===== config.mk =====
export PLATFORM = sky130hd
export DESIGN_NAME = operand_stack
export DESIGN_NICKNAME = d
export VERILOG_FILES = /design/src/rtl/operand_stack.sv
export SDC_FILE = /design/constraint.sdc
export NUM_CORES = 1
export LEC_CHECK = 0
export ABC_AREA = 1
export BUFFER_PORTS_ARGS = -buffer_cell sky130_fd_sc_hd__buf_2
export CORE_AREA = 2 2 116 118
export DETAILED_ROUTE_END_ITERATION = 8
export DIE_AREA = 0 0 118 120
export PLACE_DENSITY_LB_ADDON = 0.1
export SYNTH_ARGS = -nofsm -noshare
export SYNTH_HDL_FRONTEND = slang
export SYNTH_SLANG_ARGS = --single-unit

===== constraint.sdc =====
create_clock -name clk -period 3.1 [get_ports clk]
set_clock_uncertainty 0.2 [all_clocks]
set_input_delay 0.62 -clock clk [delete_from_list [all_inputs] [get_ports clk]]
set_output_delay 0.62 -clock clk [all_outputs]
set_load 0.005 [all_outputs]

===== src/rtl/operand_stack.sv =====
// Operand stack with single-cycle PUSH/POP/REPLACE/BINOP/CLEAR commands.
// Top/next-on-stack are read combinationally so they track the count register exactly.
module operand_stack #(
    parameter int WIDTH = 8,
    parameter int DEPTH = 16
) (
    input  logic                     clk,
    input  logic                     reset,
    input  logic [2:0]               cmd,
    input  logic [WIDTH-1:0]         din,
    output logic [WIDTH-1:0]         tos,
    output logic [WIDTH-1:0]         nos,
    output logic [$clog2(DEPTH):0]   count,
    output logic                     empty,
    output logic                     full,
    output logic                     done,
    output logic                     overflow,
    output logic                     underflow
);

    localparam int AW = $clog2(DEPTH);
    localparam int CW = AW + 1;
    localparam logic [CW-1:0] FULL_COUNT = CW'(DEPTH);
    localparam logic [CW-1:0] ONE        = CW'(1);
    localparam logic [CW-1:0] TWO        = CW'(2);

    localparam logic [2:0] CMD_PUSH    = 3'b001;
    localparam logic [2:0] CMD_POP     = 3'b010;
    localparam logic [2:0] CMD_REPLACE = 3'b011;
    localparam logic [2:0] CMD_BINOP   = 3'b100;
    localparam logic [2:0] CMD_CLEAR   = 3'b101;

    logic [WIDTH-1:0] mem [DEPTH];

    logic [CW-1:0]    count_reg, count_next;
    logic             done_reg, done_next;
    logic             overflow_reg, overflow_next;
    logic             underflow_reg, underflow_next;
    logic             we;
    logic [AW-1:0]    waddr;
    logic [AW-1:0]    top_addr;
    logic [AW-1:0]    below_addr;

    // Modulo-DEPTH addressing: at count==DEPTH the low bits are 0, so top_addr wraps to DEPTH-1.
    assign top_addr   = count_reg[AW-1:0] - AW'(1);
    assign below_addr = count_reg[AW-1:0] - AW'(2);

    always_comb begin
        count_next     = count_reg;
        done_next      = 1'b0;
        overflow_next  = overflow_reg;
        underflow_next = underflow_reg;
        we             = 1'b0;
        waddr          = count_reg[AW-1:0];
        case (cmd)
            CMD_PUSH: begin
                if (count_reg == FULL_COUNT) begin
                    overflow_next = 1'b1;
                end else begin
                    we         = 1'b1;
                    waddr      = count_reg[AW-1:0];
                    count_next = count_reg + ONE;
                    done_next  = 1'b1;
                end
            end
            CMD_POP: begin
                if (count_reg == '0) begin
                    underflow_next = 1'b1;
                end else begin
                    count_next = count_reg - ONE;
                    done_next  = 1'b1;
                end
            end
            CMD_REPLACE: begin
                if (count_reg == '0) begin
                    underflow_next = 1'b1;
                end else begin
                    we        = 1'b1;
                    waddr     = top_addr;
                    done_next = 1'b1;
                end
            end
            CMD_BINOP: begin
                if (count_reg < TWO) begin
                    underflow_next = 1'b1;
                end else begin
                    we         = 1'b1;
                    waddr      = below_addr;
                    count_next = count_reg - ONE;
                    done_next  = 1'b1;
                end
            end
            CMD_CLEAR: begin
                count_next     = '0;
                overflow_next  = 1'b0;
                underflow_next = 1'b0;
                done_next      = 1'b1;
            end
            default: ;
        endcase
    end

    always_ff @(posedge clk or negedge reset) begin
        if (!reset) begin
            count_reg     <= '0;
            done_reg      <= 1'b0;
            overflow_reg  <= 1'b0;
            underflow_reg <= 1'b0;
        end else begin
            count_reg     <= count_next;
            done_reg      <= done_next;
            overflow_reg  <= overflow_next;
            underflow_reg <= underflow_next;
        end
    end

    // Storage is not reset; entries above count are never presented.
    always_ff @(posedge clk) begin
        if (we) begin
            mem[waddr] <= din;
        end
    end

    assign tos       = (count_reg != '0) ? mem[top_addr] : '0;
    assign nos       = (count_reg >= TWO) ? mem[below_addr] : '0;
    assign count     = count_reg;
    assign empty     = (count_reg == '0);
    assign full      = (count_reg == FULL_COUNT);
    assign done      = done_reg;
    assign overflow  = overflow_reg;
    assign underflow = underflow_reg;

endmodule


==> impl_metrics.env <==
export IMPL_outcome="finished clean"
export IMPL_finalHoldViolations=0
export IMPL_largest_reg_flops=128
export IMPL_coreArea_um2=12980
export IMPL_ant_nets=0
export IMPL_htree_levels=4
export IMPL_start_kind="register"
export IMPL_drv_slew=0
export IMPL_synth_enable_flop_cells=128
export IMPL_crit_type="reg2out"
export IMPL_ys_ff_latch=136
export IMPL_drive_gt1_share_pct=14.72
export IMPL_crit_end="tos[3]"
export IMPL_yosys_top_cells_count="nand2_1, nand3_1, nor2_1"
export IMPL_reg2reg_depth=9
export IMPL_rsz0062_at_grt="yes"
export IMPL_end_kind="output port"
export IMPL_track_usage_pct=31.23
export IMPL_syn_num_nets=969
export IMPL_finalSetupTns_ps=0
export IMPL_synth_top_cell_area_share_pct=50.71
export IMPL_cts_root_buf="clkbuf_16"
export IMPL_reg2reg_from="count[2]"
export IMPL_grt_max_degree=101
export IMPL_gr_total_overflow=0
export IMPL_cp_top_family="buffers and inverters"
export IMPL_cp_depth=10
export IMPL_syn_instance_count=947
export IMPL_async_flop_share_pct=5.882
export IMPL_ir_drop_mv=0.7256
export IMPL_cts_clk_slew_worst_paths_ps=60
export IMPL_cts_made_buffers=17
export IMPL_synthesis_area_um2=7580
export IMPL_synthFlopType="edfxtp_1"
export IMPL_yosys_warnings=0
export IMPL_arrival_ps=2220
export IMPL_period_minus_slack_ps=3044
export IMPL_avgSynthCellArea_um2=8.004
export IMPL_yosys_area_top_type="edfxtp_1"
export IMPL_nNetsFinal=1021
export IMPL_synth_area_leaders="edfxtp_1, nand2_1, nand3_1"
export IMPL_fill_cells=1039
export IMPL_cp_buffers_inverters=3
export IMPL_slew_headroom_pct=71.10
export IMPL_first_global_vias=6090
export IMPL_vias=6739
export IMPL_min_path_type="reg2reg"
export IMPL_setup_violations=0
export IMPL_drt_iter0_markers=1052
export IMPL_post_drt_via_cell_ratio=5.673
export IMPL_synth_cell_types=29
export IMPL_wl_per_cell_um=18.64
export IMPL_cp_required_ps=2280
export IMPL_maxCapViolCount=0
export IMPL_fmax_mhz=328.5
export IMPL_clkLatencyLatePin_ps=420
export IMPL_rrSetupSlack_ps=560
export IMPL_cellLeakagePower_nw=3.980
export IMPL_worstMarginPinSlew_ps=433.5
export IMPL_die_w_um=118
export IMPL_yosysSeqAreaShare_pct=53.35
export IMPL_cp_slowest_cell="dfrtp_4"
export IMPL_cts_path_max_buffers=2
export IMPL_antenna_cells=0
export IMPL_cts_tree="done"
export IMPL_io_pins=39
export IMPL_die_y_um=120
export IMPL_drt_wl_total_um=22150
export IMPL_fin_hold_ws_ps=276.5
export IMPL_r2r_end="mem[3][6]"
export IMPL_worstPathCellList="inv_6, ha_4, bufbuf_16, a21oi_2, o21ai_1, nand3_1, nand2_1, nor2_1, nor2_1, buf_2"
export IMPL_critPathMaxFanout=16
export IMPL_port_buffers=38
export IMPL_fin_crit_sh_pct=98.20
export IMPL_die_area_um2=14160
export IMPL_startpoint="count[0]"
export IMPL_firstDrtPassIters=6
export IMPL_dp_hpwl_um=13070
export IMPL_clock_sinks=136
export IMPL_gp_congestion=0.9365
export IMPL_core_rowCount=42
export IMPL_cpMostUsedCell="nor2_1"
export IMPL_max_stage_delay_ps=500
export IMPL_yosysMostFrequentCell="nand2_1"
export IMPL_antenna_found_initial=0
export IMPL_start_util_pct=58.40
export IMPL_powerDensity_nw_per_um2=1175
export IMPL_synthToLayoutAreaGrowth_pct=18.92
export IMPL_drc_errors=0
export IMPL_grt_pass1_wl_um=33150
==> what timing repair did <==
item	CTS	global route
gates cloned	2	3
hold buffers	1	0
gates resized for setup	24	33
endpoints found under the hold margin	8	0
pin swaps	1	4
setup buffers	5	5
endpoints found under the setup margin	16	16
==> metal layers <==
| metal | global-route usage, % | wire length [um] | part of all wire (%) | vias up |
|---|---|---|---|---|
| met5 | 0 | 0 | 0 | - |
| met4 | 13.86 | 721 | 3.3 | 0 |
| met3 | 6.939 | 2134 | 9.6 | 52 |
| met2 | 49.53 | 10250 | 46 | 346 |
| met1 | 41.47 | 9037 | 41 | 3126 |
| li1 | - | - | - | 3215 |
==> worst min-delay path, cell delays in order (launching register included) <==
cell	delay, ps
dfrtp_1	340
nand2_1	50
nand2_1	50
==> per-stage QoR <==
step | setup slack, ps | instance area (um^2) | util, % | total power, mW | instances
floorplan | 205.0 | 7580 | - | 5.748 | 947
global placement | 238.6 | 7986 | 61.53 | 7.479 | 1140
detailed placement | 212.1 | 7986 | 61.53 | 7.509 | 1140
CTS | 1.754 | 8813 | 67.90 | 10.06 | 1180
global route | -34.17 | 9014 | 69.44 | 11.22 | 1188
finish | 55.75 | 9014 | 69.44 | 10.59 | 1188
==> cells in the final DEF (no fill, tap or decap), types with 3 or more instances in the layout <==
| master | count |
|---|---|
| dfrtp_1 | 5 |
| a21oi_1 | 39 |
| nand2_2 | 4 |
| clkbuf_16 | 25 |
| o21ai_1 | 14 |
| nand2_1 | 295 |
| o21ai_0 | 30 |
| buf_12 | 5 |
| nand3_1 | 133 |
| inv_1 | 73 |
| inv_2 | 6 |
| nor2_2 | 7 |
| ha_4 | 3 |
| buf_2 | 38 |
| nor2_1 | 130 |
| inv_6 | 3 |
| ha_1 | 5 |
| edfxtp_1 | 128 |
| a21oi_2 | 3 |
| buf_4 | 29 |
| buf_6 | 5 |
| clkinv_2 | 4 |
==> power by group <==
group	leakage, nW	internal [mW]	switching (mW)
registers	1.25	2.18	0.0964
clock network	0.308	1.28	0.762
logic	2.42	2.30	3.97
total	3.98	5.76	4.83
==> worst min path at each step <==
stage                         start   endpoint  slack, ps  cells after the start
after CTS                  overflow   overflow        280                      2
after global routing      underflow  underflow        300                      1
final                      overflow   overflow        280                      2
after global placement     overflow   overflow        260                      2
after floorplan               reset   count[0]        120                      0
after detailed placement   overflow   overflow        260                      2
==> cells by family (layout without fill, tap and decap cells) <==
family	count (synthesis)	count (layout)	share of synthesized area, %
buffers and inverters	133	198	7.313
adders and majority gates	9	9	1.585
DFF	136	136	53.35
AOI/OAI and AO/OA	90	90	6.042
xor gates and xnor gates	3	3	0.4458
and+or+nand+nor	576	576	31.26
==> area by class of cell <==
type                    instances  area [um^2]  share of cell area [%]
repair buffers                 84        737.0                   8.176
multi-input cells             678         3064                   34.00
inverters                      82        322.8                   3.581
clock buffers                  24        568.0                   6.302
flip-flops and latches        136         4050                   44.93
clock inverters                 8        51.30                  0.5691
well taps                     176        220.2                   2.443
No activity file was read; power rests on OpenSTA's default activity.
